## config.mk

```make
export PLATFORM = sky130hd
export DESIGN_NAME = uba_status_reg
export DESIGN_NICKNAME = d
export VERILOG_FILES = /design/src/rtl/uba_status_reg_pkg.sv /design/src/rtl/uba_status_reg_init_timer.sv /design/src/rtl/uba_status_reg.sv
export SDC_FILE = /design/constraint.sdc
export NUM_CORES = 1
export LEC_CHECK = 0
export ABC_CLOCK_PERIOD_IN_PS = 3900
export BUFFER_PORTS_ARGS = -buffer_cell sky130_fd_sc_hd__buf_2
export CAP_MARGIN = 40
export CORE_MARGIN = 4
export CORE_UTILIZATION = 45
export CTS_CLUSTER_SIZE = 12
export DETAILED_ROUTE_END_ITERATION = 16
export GPL_TIMING_DRIVEN = 0
export PLACE_DENSITY = 0.83
export SYNTH_ARGS = -nofsm -noshare
export SYNTH_HDL_FRONTEND = slang
export SYNTH_SLANG_ARGS = --single-unit
```

## constraint.sdc

```tcl
create_clock -name clk -period 3.9 [get_ports clk]
set_input_delay 0.975 -clock clk [delete_from_list [all_inputs] [get_ports clk]]
set_output_delay 0.975 -clock clk [all_outputs]
set_load 0.02 [all_outputs]
```

## src/rtl/uba_status_reg_pkg.sv

```systemverilog
// Shared UBASR definitions: bit positions in DEC [0:35] numbering, write mask, IO address.
package uba_status_reg_pkg;

  localparam int unsigned UBASR_TMO    = 18;
  localparam int unsigned UBASR_BMD    = 19;
  localparam int unsigned UBASR_BPE    = 20;
  localparam int unsigned UBASR_NXD    = 21;
  localparam int unsigned UBASR_INTH   = 24;
  localparam int unsigned UBASR_INTL   = 25;
  localparam int unsigned UBASR_PWRLOW = 26;
  localparam int unsigned UBASR_DXFR   = 28;
  localparam int unsigned UBASR_INIT   = 29;
  localparam int unsigned UBASR_PIH    = 30;
  localparam int unsigned UBASR_PIL    = 33;

  // Writable/clearable bits: 18-21, 26, 28-35.
  localparam logic [0:35] UBASR_WMASK = 36'o000000_741377;

  localparam logic [17:0] UBASR_ADDR = 18'o763100;

  typedef struct packed {
    logic tmo;
    logic bmd;
    logic bpe;
    logic nxd;
    logic pwrlow;
  } uba_err_t;

  function automatic logic dma_error(input uba_err_t e);
    return e.tmo | e.bmd | e.bpe | e.nxd;
  endfunction

  function automatic logic any_error(input uba_err_t e);
    return dma_error(e) | e.pwrlow;
  endfunction

endpackage

```

## src/rtl/uba_status_reg_init_timer.sv

```systemverilog
// Loadable down-counter that holds ubaINIT high for INIT_CYCLES clocks after a load.
module uba_init_timer #(
  parameter int unsigned INIT_CYCLES = 100
) (
  input  logic clk,
  input  logic rst,
  input  logic load,
  output logic active
);

  logic [7:0] count;

  always_ff @(posedge clk) begin
    if (rst) begin
      count <= '0;
    end else if (load) begin
      count <= 8'(INIT_CYCLES);
    end else if (count != '0) begin
      count <= count - 8'd1;
    end
  end

  assign active = (count != '0);

endmodule

```

## src/rtl/uba_status_reg.sv

```systemverilog
// UBA Status Register (UBASR): sticky error flags, PI level mapping, DXFR gate, init pulse.
// Optional macro UBA_ERRINT_EN: error flags also raise a request on the PIH level.
module uba_status_reg
  import uba_status_reg_pkg::*;
#(
  parameter int unsigned INIT_CYCLES = 100
) (
  input  logic        clk,
  input  logic        rst,
  input  logic        csrWRITE,
  input  logic [0:35] busDATAI,
  input  logic        setNXD,
  input  logic        setTMO,
  input  logic        setBMD,
  input  logic        setBPE,
  input  logic        setPWRLOW,
  input  logic        devINTH,
  input  logic        devINTL,
  output logic [0:35] regUBASR,
  output logic        ubaINIT,
  output logic        ubaDXFR,
  output logic [1:7]  piREQ
);

  uba_err_t    err;
  logic        dxfr;
  logic [2:0]  pih;
  logic [2:0]  pil;
  logic        inth;
  logic        intl;
  logic [0:35] wdata;
  logic        wr_init;
  uba_err_t    clr;
  logic        err_int;
  logic [1:7]  req;

  assign wdata   = busDATAI & UBASR_WMASK;
  assign wr_init = csrWRITE & wdata[UBASR_INIT];

  // An init write clears every flag regardless of the W1C bits in the same word.
  assign clr.tmo    = wr_init | (csrWRITE & wdata[UBASR_TMO]);
  assign clr.bmd    = wr_init | (csrWRITE & wdata[UBASR_BMD]);
  assign clr.bpe    = wr_init | (csrWRITE & wdata[UBASR_BPE]);
  assign clr.nxd    = wr_init | (csrWRITE & wdata[UBASR_NXD]);
  assign clr.pwrlow = wr_init | (csrWRITE & wdata[UBASR_PWRLOW]);

  uba_init_timer #(
    .INIT_CYCLES(INIT_CYCLES)
  ) u_init_timer (
    .clk   (clk),
    .rst   (rst),
    .load  (wr_init),
    .active(ubaINIT)
  );

`ifdef UBA_ERRINT_EN
  assign err_int = any_error(err);
`else
  assign err_int = 1'b0;
`endif

  always_comb begin
    req = '0;
    for (int unsigned n = 1; n <= 7; n++) begin
      req[n] = (inth & (pih == 3'(n))) | (intl & (pil == 3'(n))) | (err_int & (pih == 3'(n)));
    end
  end

  always_ff @(posedge clk) begin
    if (rst) begin
      err     <= '0;
      dxfr    <= 1'b0;
      pih     <= '0;
      pil     <= '0;
      inth    <= 1'b0;
      intl    <= 1'b0;
      piREQ   <= '0;
      ubaDXFR <= 1'b0;
    end else begin
      // Set has priority over any clear in the same cycle.
      err.tmo    <= setTMO    | (err.tmo    & ~clr.tmo);
      err.bmd    <= setBMD    | (err.bmd    & ~clr.bmd);
      err.bpe    <= setBPE    | (err.bpe    & ~clr.bpe);
      err.nxd    <= setNXD    | (err.nxd    & ~clr.nxd);
      err.pwrlow <= setPWRLOW | (err.pwrlow & ~clr.pwrlow);
      if (wr_init) begin
        dxfr <= 1'b0;
        pih  <= '0;
        pil  <= '0;
      end else if (csrWRITE) begin
        dxfr <= wdata[UBASR_DXFR];
        pih  <= wdata[UBASR_PIH +: 3];
        pil  <= wdata[UBASR_PIL +: 3];
      end
      inth    <= devINTH;
      intl    <= devINTL;
      piREQ   <= req;
      ubaDXFR <= dxfr & dma_error(err);
    end
  end

  always_comb begin
    regUBASR                   = '0;
    regUBASR[UBASR_TMO]        = err.tmo;
    regUBASR[UBASR_BMD]        = err.bmd;
    regUBASR[UBASR_BPE]        = err.bpe;
    regUBASR[UBASR_NXD]        = err.nxd;
    regUBASR[UBASR_INTH]       = inth;
    regUBASR[UBASR_INTL]       = intl;
    regUBASR[UBASR_PWRLOW]     = err.pwrlow;
    regUBASR[UBASR_DXFR]       = dxfr;
    regUBASR[UBASR_INIT]       = ubaINIT;
    regUBASR[UBASR_PIH +: 3]   = pih;
    regUBASR[UBASR_PIL +: 3]   = pil;
  end

endmodule
```

==> out/qor.csv, run 1 <==
metric,value,unit
worst hold slack,0.4846,ns
Setup TNS Final,0,ns
transition time of the tightest slew-check pin,0.6373,ns
CTS Buf Count,5,
Final Instance Count excl. Fillers,274,
number of buffers inserted to repair setup after CTS,0,
final wirelength,3009,um
Peak supply drop,488.2,uV
placed wire-length estimate,2345,um
Yosys cell types,32,
clock-pin slew on the worst setup and hold paths,0.08,ns
RSZ-0062 raised after global routing,no,
"FF+latch count, synth",30,
Tot GR Track Use,14.83,%
first drt pass iteration count,4,
top area cells in the synthesized netlist,"sky130_fd_sc_hd__dfxtp_1, sky130_fd_sc_hd__buf_4, sky130_fd_sc_hd__mux2i_1, sky130_fd_sc_hd__nor2_1, sky130_fd_sc_hd__a21oi_1",
"Setup violations, final",0,
initial antenna violation count,0,
pin count of the biggest net entering global routing,11,
first-pass GRT wire length,4850,um
detail-routed via count per cell,4.719,
"Warnings, synthesis",0,
Static Leakage,0.9208,nW
final net count,279,
outcome,finished clean,
area of the mapped netlist,1401,sq um
fraction of the mapped netlist area in compound gates,14.73,%
Max-Slew Margin vs Limit,57.52,%
synthesized area divided by synthesized cell count,8.813,sq um
Max Cap Violations,0,
signed area change from the synthesized netlist to the final layout,31.34,%
routing usage on met1,17.05,%
post-synthesis cell count,159,
total grt overflow,0,
die area,4071,sq um
Residual DRC,0,
power density normalized to cell area,526.7,nW/um^2
global-route met3 utilization,6.130,%
floorplan die width,63.81,um
setup clock skew after layout,0.007635,ns
post-cts gate resize count,0,
most crowded layer after global routing,met2,
required time worst endpoint,2.92,ns
Max Slew Vio Count,0,
starting density of the core,48.72,%
largest driver fanout on the critical path,6,
fraction of final layout cells with drive strength greater than 1,35.78,%
share of Yosys cell area claimed by the top area cell type,42.86,%
routed via count,1293,
count of antenna diodes in the layout,0,
input/output buffers,46,
cell total after placement,267,
share of cell area taken by muxes after synthesis,6.429,%
synthesized-area fraction occupied by xor and xnor cells,0,%
portion of the clock cycle consumed by the worst path in the final layout,73.92,%
Worst Setup Start Kind,flop,
worst-case clock buffer depth,2,
area share of and/or/nand/nor cells after synthesis,19.02,%
data arrival time of the critical path,1.91,ns
fraction of the mapped netlist area in adder cells,0.8929,%
DIE HEIGHT,63.81,um
critical path endpoint category,output port,
met2 global-route usage,24.65,%
main combinational cell family by area after synthesis,simple AND/OR/NAND/NOR gates,
Detailed Route Iter0 Violations,80,
largest area contributor in the netlist,sky130_fd_sc_hd__dfxtp_1,
total placed instance area,1759,sq um
share of the yosys chip area belonging to registers,42.86,%
Final Util,63.98,%
hold buffer count at cts,0,
CTS Sinks,30,
share of synthesized flip-flops with an asynchronous set or reset,0,%
worst hold path class,flop to flop,
# rows,19,
Root Buffer Master,sky130_fd_sc_hd__clkbuf_4,
ANT nets after route,0,
number of global-route vias before repair,1117,
Setup CP Type,flop to output port,
top flip-flop cell by instance count after synthesis,sky130_fd_sc_hd__dfxtp_1,
final weighted congestion in routability-driven placement,0.7769,
area inside the core boundary,2877,sq um
FMAX,346.9,MHz
TritonCTS clock tree,yes,
H-tree levels,2,
number of flops mapped to enable cells by yosys,0,
Routed wire per std cell,10.98,um
Top-Level Pins,91,
Tmin final,2.883,ns
insertion delay of the later-clocked pin in the worst-skew pair,0.32,ns
endpoints failing hold,0,
cell area after layout,1841,sq um
[report_power, final]
group	switching (W)	internal (W)	total [W]
registers	0.0000440	0.000346	0.000390
logic	0.000178	0.000153	0.000331
clock network	0.0000992	0.000149	0.000248
total	0.000321	0.000648	0.000969
[cell usage after synthesis, drive strengths merged, types with 2 or more instances]
| library cell | count |
|---|---|
| nand2 | 7 |
| nor4 | 4 |
| nand3 | 6 |
| nor2 | 18 |
| a32oi | 2 |
| dfxtp | 30 |
| nand4 | 2 |
| buf | 27 |
| nor3b | 2 |
| a211o | 2 |
| a21o | 2 |
| mux2i | 9 |
| o31ai | 3 |
| o21ai | 6 |
| inv | 4 |
| a31oi | 3 |
| clkbuf | 3 |
| a21oi | 11 |
| nor2b | 8 |
[final cells by class]
| type | instances | area, sq um |
|---|---|---|
| flip-flops and latches | 30 | 600.6 |
| clock buffers | 6 | 51.30 |
| plain buffers | 30 | 206.4 |
| inverters | 4 | 15.01 |
| clock inverters | 1 | 30.03 |
| well taps | 42 | 52.55 |
| multi-input cells | 115 | 654.4 |
| repair buffers | 46 | 230.2 |
| fillers | 258 | 1036 |
[stage by stage]
step	worst slack [ns]	power (W)
3_3_place_gp	1.401	0.0007196
3_5_place_dp	1.380	0.0007266
5_1_grt	0.8102	0.001038
4_1_cts	1.012	0.0009754
6_report	1.017	0.0009694
2_1_floorplan	1.556	0.0006497
[kinds of logic after synthesis]
group | after synthesis
AO/OA/AOI/OAI | 32
adder cells (fa/ha/maj) | 1
buffers and inverters | 34
flip-flops | 30
multiplexers | 9
other | 1
AND/OR/NAND/NOR | 52
[path summary, 6_finish.rpt]
path | from | endpoint | slack [ns] | cells after the start
worst max-delay path | u_init_timer.count[0] | regUBASR[29] | 1.02 | 6
worst min-delay path | regUBASR[26] | regUBASR[26] | 0.48 | 2
worst max register to register | u_init_timer.count[0] | u_init_timer.count[4] | 2.26 | 5
worst min register to register | regUBASR[26] | regUBASR[26] | 0.48 | 2
[metal layers]
layer,vias up,wire [um]
met5,-,0
met4,0,44
met3,7,263
met2,51,1480
met1,576,1220
li1,659,-
[layout by cell type (no fill, tap or decap), drive strengths merged]
cell / Yosys / routed
buf: 27 / 73
dfxtp: 30 / 30
conb: 1 / 21
nor2: 18 / 18
a21oi: 11 / 11
mux2i: 9 / 9
clkbuf: 3 / 9
nor2b: 8 / 8
nand2: 7 / 7
o21ai: 6 / 6
nand3: 6 / 6
nor4: 4 / 4
inv: 4 / 4
o31ai: 3 / 3
a31oi: 3 / 3
nor3b: 2 / 2
a32oi: 2 / 2
nand4: 2 / 2
a21o: 2 / 2
a211o: 2 / 2
or3b: 1 / 1
nor3: 1 / 1
a31o: 1 / 1
or4: 1 / 1
a2111o: 1 / 1
or3: 1 / 1
nor4b: 1 / 1
a22oi: 1 / 1
ha: 1 / 1
bufinv: 0 / 1
[critical path, stage by stage, from the launching register on]
cell	delay, ns
sky130_fd_sc_hd__dfxtp_1	0.34
sky130_fd_sc_hd__inv_1	0.08
sky130_fd_sc_hd__ha_1	0.25
sky130_fd_sc_hd__nor3b_1	0.39
sky130_fd_sc_hd__nand2_1	0.21
sky130_fd_sc_hd__buf_4	0.18
sky130_fd_sc_hd__buf_2	0.15
[sequential cells by signal (all words and copies together) (netlist names)]
name and cells:
u_init_timer.count 8, pih 3, piREQ 7, regUBASR 5
ubaDXFR 1, intl 1, pil 3, dxfr 1
inth 1
Power figures use the tool's default switching activity.
==> run 2: changes to the inputs <==
--- a/config.mk
+++ b/config.mk
@@ -5,15 +5,15 @@
 export SDC_FILE = /design/constraint.sdc
 export NUM_CORES = 1
 export LEC_CHECK = 0
-export ABC_CLOCK_PERIOD_IN_PS = 3900
+export ABC_CLOCK_PERIOD_IN_PS = 2900
 export BUFFER_PORTS_ARGS = -buffer_cell sky130_fd_sc_hd__buf_2
 export CAP_MARGIN = 40
 export CORE_MARGIN = 4
-export CORE_UTILIZATION = 45
+export CORE_UTILIZATION = 41
 export CTS_CLUSTER_SIZE = 12
 export DETAILED_ROUTE_END_ITERATION = 16
 export GPL_TIMING_DRIVEN = 0
-export PLACE_DENSITY = 0.83
+export PLACE_DENSITY = 0.76
 export SYNTH_ARGS = -nofsm -noshare
 export SYNTH_HDL_FRONTEND = slang
 export SYNTH_SLANG_ARGS = --single-unit
==> constraint.sdc (replaced) <==
create_clock -name clk -period 2.9 [get_ports clk]
set_input_delay 0.725 -clock clk [delete_from_list [all_inputs] [get_ports clk]]
set_output_delay 0.725 -clock clk [all_outputs]
set_load 0.02 [all_outputs]
==> run 2 against run 1 <==
Net effect: final cell count increased by 0.73%; critical endpoint unchanged; largest power group unchanged; utilization decreased by 5.5 points; global-route usage decreased by 1.8 points.
==> out/qor.csv, run 2 (synthesis results as in run 1) <==
metric,value,unit,change
outcome,finished clean,,
Residual DRC,0,,unchanged
final wirelength,2881,um,-4.3%
required time worst endpoint,2.17,ns,-0.75 ns
Final Util,58.45,%,-5.5 points
Setup TNS Final,0,ns,unchanged
Detailed Route Iter0 Violations,60,,-25%
Top-Level Pins,91,,unchanged
insertion delay of the later-clocked pin in the worst-skew pair,0.31,ns,about the same
signed area change from the synthesized netlist to the final layout,31.52,%,
fraction of final layout cells with drive strength greater than 1,35.78,%,unchanged
Tmin final,2.616,ns,
post-cts gate resize count,0,,unchanged
worst hold path class,flop to flop,,
most frequent standard cell in the layout excluding fill and tap cells,sky130_fd_sc_hd__buf_2,,
Setup CP Type,flop to output port,,
final net count,279,,unchanged
Peak supply drop,562.6,uV,+15%
Tot GR Track Use,13.01,%,-1.8 points
largest driver fanout on the critical path,8,,+2
switching power total,0.0004308,W,+34%
Max-Slew Margin vs Limit,56.42,%,-1.1 points
hold buffer count at cts,0,,unchanged
Root Buffer Master,sky130_fd_sc_hd__clkbuf_4,,
total chip power,0.001302,W,+34%
data arrival time of the critical path,1.89,ns,-0.02 ns
proportion of power drawn by the clock network,25.6,%,about the same
total grt overflow,0,,unchanged
TritonCTS clock tree,yes,,
Worst Setup Start Kind,flop,,
routed via count,1255,,-2.9%
combinational fraction of design power,34.1,%,about the same
count of antenna diodes in the layout,0,,unchanged
Max Slew Vio Count,0,,unchanged
"Setup violations, final",0,,unchanged
first-pass GRT wire length,4395,um,-9.4%
area inside the core boundary,3153,sq um,+9.6%
placed wire-length estimate,2276,um,-3.0%
H-tree levels,2,,unchanged
transition time of the tightest slew-check pin,0.6477,ns,+0.01044 ns
portion of the clock cycle consumed by the worst path in the final layout,90.19,%,
CTS Sinks,30,,unchanged
FMAX,382.3,MHz,
floorplan die width,66.46,um,+4.2%
area of the multi-input gates,654.4,sq um,unchanged
number of global-route vias before repair,1022,,-8.5%
first drt pass iteration count,4,,unchanged
register area,600.6,sq um,unchanged
DIE HEIGHT,66.46,um,+4.2%
power density normalized to cell area,706.6,nW/um^2,+34%
cell total after placement,269,,+0.75%
design internal power,0.0008715,W,+34%
# rows,20,,+1
count of filler cells inserted in the layout,310,,+20%
setup clock skew after layout,0.004474,ns,-0.003161 ns
sequential group share of total power,40.2,%,about the same
largest reg by FF count,u_init_timer.count,,
endpoints failing hold,0,,unchanged
Max Cap Violations,0,,unchanged
starting density of the core,44.44,%,-4.3 points
clock-pin slew on the worst setup and hold paths,0.09,ns,about the same
worst-case clock buffer depth,2,,unchanged
number of buffers inserted to repair setup after CTS,0,,unchanged
CTS Buf Count,5,,unchanged
RSZ-0062 raised after global routing,no,,
fraction of power spent switching nets,33.08,%,-0.057 points
most used cells in the layout excluding fill and tap cells,"sky130_fd_sc_hd__buf_2, sky130_fd_sc_hd__dfxtp_1, sky130_fd_sc_hd__buf_4, sky130_fd_sc_hd__conb_1, sky130_fd_sc_hd__nor2_1",,
die area,4417,sq um,+8.5%
number of flip-flops under the largest register name,8,,unchanged
initial antenna violation count,0,,unchanged
Static Leakage,0.9208,nW,unchanged
critical path endpoint category,output port,,
final weighted congestion in routability-driven placement,0.8480,,+9.2%
ANT nets after route,0,,unchanged
Routed wire per std cell,10.44,um,-4.9%
pin count of the biggest net entering global routing,11,,unchanged
Final Instance Count excl. Fillers,276,,+0.73%
detail-routed via count per cell,4.547,,-3.6%
input/output buffers,46,,unchanged
## run 2: final timing paths
| check | slack (ns) | from | endpoint | depth (start not counted) |
|---|---|---|---|---|
| worst max register to register | 1.28 | u_init_timer.count[0] | u_init_timer.count[4] | 5 |
| worst min register to register | 0.49 | dxfr | ubaDXFR | 1 |
| worst min-delay path | 0.49 | dxfr | ubaDXFR | 1 |
| worst max-delay path | 0.28 | u_init_timer.count[4] | regUBASR[29] | 5 |
## run 2: power groups by stage
stage | clock network, W | logic, W | registers, W
floorplan | 0 | 0.000342 | 0.000532
global placement | 0 | 0.000438 | 0.000531
detailed placement | 0 | 0.000444 | 0.000531
CTS | 0.000345 | 0.000446 | 0.000523
global route | 0.000358 | 0.000497 | 0.000532
finish | 0.000334 | 0.000444 | 0.000524
## run 2: critical path: stages (launching register included)
cell and delay (ns):
sky130_fd_sc_hd__dfxtp_1 0.30, sky130_fd_sc_hd__clkbuf_1 0.16, sky130_fd_sc_hd__nor4_1 0.52, sky130_fd_sc_hd__nand2_1 0.25, sky130_fd_sc_hd__buf_4 0.19, sky130_fd_sc_hd__buf_2 0.15
## run 2: through the flow
stage	hold slack [ns]	setup slack [ns]	instance area, sq um
after detailed placement	0.4764	0.6389	1762
after global routing	0.5217	0.07122	1843
after floorplan	0.4623	0.8055	1476
after CTS	0.5018	0.2683	1843
final	0.4947	0.2844	1843
after global placement	0.4705	0.6687	1762
## run 2: routing by layer
layer	share of wire (%)	GRT usage, %
met4	1.5	5.584
met3	8.7	5.228
met2	44	20.57
met5	0	0
met1	46	15.46
## run 2: layout make-up
| class | instances | area share, % |
|---|---|---|
| clock buffers | 6 | 2.783 |
| plain buffers | 30 | 11.20 |
| multi-input cells | 115 | 35.51 |
| well taps | 44 | 2.987 |
| inverters | 4 | 0.8147 |
| flip-flops and latches | 30 | 32.59 |
| clock inverters | 1 | 1.629 |
| repair buffers | 46 | 12.49 |
==> run 3: changes to the inputs <==
--- a/config.mk
+++ b/config.mk
@@ -5,15 +5,15 @@
 export SDC_FILE = /design/constraint.sdc
 export NUM_CORES = 1
 export LEC_CHECK = 0
-export ABC_CLOCK_PERIOD_IN_PS = 2900
+export ABC_CLOCK_PERIOD_IN_PS = 3250
 export BUFFER_PORTS_ARGS = -buffer_cell sky130_fd_sc_hd__buf_2
-export CAP_MARGIN = 40
 export CORE_MARGIN = 4
-export CORE_UTILIZATION = 41
+export CORE_UTILIZATION = 47
+export CTS_BUF_LIST = sky130_fd_sc_hd__clkbuf_4 sky130_fd_sc_hd__clkbuf_8
 export CTS_CLUSTER_SIZE = 12
 export DETAILED_ROUTE_END_ITERATION = 16
 export GPL_TIMING_DRIVEN = 0
-export PLACE_DENSITY = 0.76
+export PLACE_DENSITY = 0.86
 export SYNTH_ARGS = -nofsm -noshare
 export SYNTH_HDL_FRONTEND = slang
 export SYNTH_SLANG_ARGS = --single-unit
==> constraint.sdc (replaced) <==
create_clock -name clk -period 3.25 [get_ports clk]
set_input_delay 0.8125 -clock clk [delete_from_list [all_inputs] [get_ports clk]]
set_output_delay 0.8125 -clock clk [all_outputs]
set_load 0.02 [all_outputs]
==> run 3 against run 2 <==
Net effect: via count is 3.3% higher; global-route usage is 3.1 points higher; sequential power is 11% lower; first-iteration DRC count is 13% lower; non-clock buffer count stayed put; clock skew is 0.0040 ns higher; design area is 1.8% lower; sequential share of layout area is 0.61 points higher; critical path type unchanged; clock power is 30% lower.
==> out/qor.csv, run 3 (synthesis results as in run 1) <==
metric,value,unit,change
outcome,finished clean,,
Worst R2R End,u_init_timer.count[4],,
Detailed Route Iter0 Violations,52,,-13%
floorplan die width,62.61,um,-5.8%
Max-Slew Margin vs Limit,57.73,%,+1.3 points
Setup TNS Final,0,ns,unchanged
setup clock skew after layout,0.008497,ns,+0.004023 ns
routed via count,1297,,+3.3%
most used cells in the layout excluding fill and tap cells,"sky130_fd_sc_hd__buf_2, sky130_fd_sc_hd__dfxtp_1, sky130_fd_sc_hd__buf_4, sky130_fd_sc_hd__conb_1, sky130_fd_sc_hd__nor2_1",,
routing usage on met1,17.97,%,+2.5 points
number of cells on the critical path,6,,+1
first drt pass iteration count,4,,unchanged
design internal power,0.0007124,W,-18%
Residual DRC,0,,unchanged
Worst Setup Start Kind,flop,,
cell chain of the critical path,inv_1 > ha_1 > nor3b_1 > nand2_1 > buf_4 > buf_2,,
Tmin final,2.675,ns,
critical path endpoint category,output port,,
post-cts gate resize count,0,,unchanged
Critical Path Sink,regUBASR[29],,
CTS Sinks,30,,unchanged
initial antenna violation count,0,,unchanged
Critical path origin,u_init_timer.count[0],,
total chip power,0.001100,W,-16%
DIE HEIGHT,62.61,um,-5.8%
starting density of the core,49.96,%,+5.5 points
fraction of power spent switching nets,35.26,%,+2.2 points
launch instance of the worst register-to-register path,u_init_timer.count[0],,
Slowest Stage Delay on Critical Path,0.34,ns,-0.18 ns
most crowded layer after global routing,met2,,
number of buffers inserted to repair setup after CTS,0,,unchanged
ANT nets after route,0,,unchanged
placed wire-length estimate,2321,um,+2.0%
RSZ-0062 raised after global routing,no,,
pin count of the biggest net entering global routing,11,,unchanged
met2 global-route usage,27.16,%,+6.6 points
endpoints failing hold,0,,unchanged
die area,3919,sq um,-11%
# rows,19,,-5.0%
slowest cell on the critical path,sky130_fd_sc_hd__dfxtp_1,,
global-route met3 utilization,4.496,%,-0.73 points
Final Instance Count excl. Fillers,264,,-4.3%
clock-pin slew on the worst setup and hold paths,0.09,ns,about the same
"Largest delay share family, worst path",simple AND/OR/NAND/NOR gates,,
largest driver fanout on the critical path,6,,-2
worst reg2reg setup slack,1.60,ns,+0.32 ns
H-tree levels,2,,unchanged
portion of the clock cycle consumed by the worst path in the final layout,82.32,%,
setup slack after layout,0.5746,ns,+0.2902 ns
final weighted congestion in routability-driven placement,0.7633,,-10%
Top-Level Pins,91,,unchanged
Routed wire per std cell,11.38,um,+9.0%
most frequent standard cell in the layout excluding fill and tap cells,sky130_fd_sc_hd__buf_2,,
signed area change from the synthesized netlist to the final layout,29.11,%,
fraction of final layout cells with drive strength greater than 1,36.05,%,+0.28 points
sequential group share of total power,42.5,%,+2.3 points
Max Cap Violations,0,,unchanged
insertion delay of the later-clocked pin in the worst-skew pair,0.33,ns,+0.02 ns
Setup CP Type,flop to output port,,
largest reg by FF count,u_init_timer.count,,
number of global-route vias before repair,1156,,+13%
Reg2Reg Depth,5,,unchanged
Peak supply drop,508.7,uV,-9.6%
CTS Buf Count,5,,unchanged
Tot GR Track Use,16.16,%,+3.1 points
hold buffer count at cts,0,,unchanged
area inside the core boundary,2805,sq um,-11%
number of flip-flops under the largest register name,8,,unchanged
count of filler cells inserted in the layout,260,,-16%
final wirelength,3003,um,+4.2%
total grt overflow,0,,unchanged
final net count,279,,unchanged
cell total after placement,256,,-4.8%
Static Leakage,0.9152,nW,-0.61%
worst-case clock buffer depth,2,,unchanged
switching power total,0.0003879,W,-9.9%
count of antenna diodes in the layout,0,,unchanged
input/output buffers,46,,unchanged
required time worst endpoint,2.44,ns,+0.27 ns
Final Util,64.50,%,+6.0 points
Root Buffer Master,sky130_fd_sc_hd__clkbuf_4,,
pre-CTS setup slack,0.9257,ns,+0.2867 ns
TritonCTS clock tree,yes,,
"Setup violations, final",0,,unchanged
CP Buf/Inv Count,3,,unchanged
Max Slew Vio Count,0,,unchanged
worst hold path class,flop to flop,,
power density normalized to cell area,608.2,nW/um^2,-14%
FMAX,373.8,MHz,
proportion of power drawn by the clock network,21.3,%,-4.3 points
first-pass GRT wire length,5064,um,+15%
transition time of the tightest slew-check pin,0.6340,ns,-0.01366 ns
detail-routed via count per cell,4.913,,+8.0%
combinational fraction of design power,36.2,%,+2.1 points
data arrival time of the critical path,1.86,ns,-0.03 ns
run 3: cell type report:
type	count	area [sq um]	share of cell area, %
Inverter	4	15.01	0.8299
Tap cell	31	38.79	2.144
Buffer	30	206.4	11.41
Multi-Input combinational cell	115	654.4	36.17
Clock buffer	7	58.81	3.250
Sequential cell	30	600.6	33.19
Clock inverter	1	5.005	0.2766
Timing Repair Buffer	46	230.2	12.72
run 3: per-layer routing:
metal  vias to the layer above  wire length [um]
li1                        656                 -
met1                       592              1220
met2                        42              1511
met3                         7               208
met4                         0                63
met5                         -                 0
run 3: per-stage QoR:
stage | hold slack [ns] | instance area [sq um]
6_report | 0.4940 | 1809
5_1_grt | 0.5179 | 1809
4_1_cts | 0.5005 | 1809
3_5_place_dp | 0.4852 | 1745
3_3_place_gp | 0.4653 | 1745
2_1_floorplan | 0.4623 | 1476
run 3: worst reg2reg max path, cell delays in order, from the launching register on:
cell and delay, ns:
sky130_fd_sc_hd__dfxtp_1 0.34, sky130_fd_sc_hd__inv_1 0.08, sky130_fd_sc_hd__ha_1 0.26, sky130_fd_sc_hd__or3b_2 0.50, sky130_fd_sc_hd__nor4_1 0.28, sky130_fd_sc_hd__a31o_2 0.14
run 3: how the worst min path moves through the flow:
stage,cells after the start,start,slack [ns],to
after floorplan,2,u_init_timer.count[0],0.46,u_init_timer.count[0]
after global placement,2,regUBASR[26],0.47,regUBASR[26]
after detailed placement,2,regUBASR[26],0.49,regUBASR[26]
after CTS,1,dxfr,0.50,ubaDXFR
after global routing,1,dxfr,0.52,ubaDXFR
final,1,dxfr,0.49,ubaDXFR
run 3: power groups by stage:
| stage | Clock (W) | Combinational [W] | Sequential (W) |
|---|---|---|---|
| floorplan | 0 | 0.000305 | 0.000474 |
| global placement | 0 | 0.000387 | 0.000473 |
| detailed placement | 0 | 0.000396 | 0.000474 |
| CTS | 0.000242 | 0.000398 | 0.000467 |
| global route | 0.000263 | 0.000437 | 0.000477 |
| finish | 0.000235 | 0.000398 | 0.000468 |
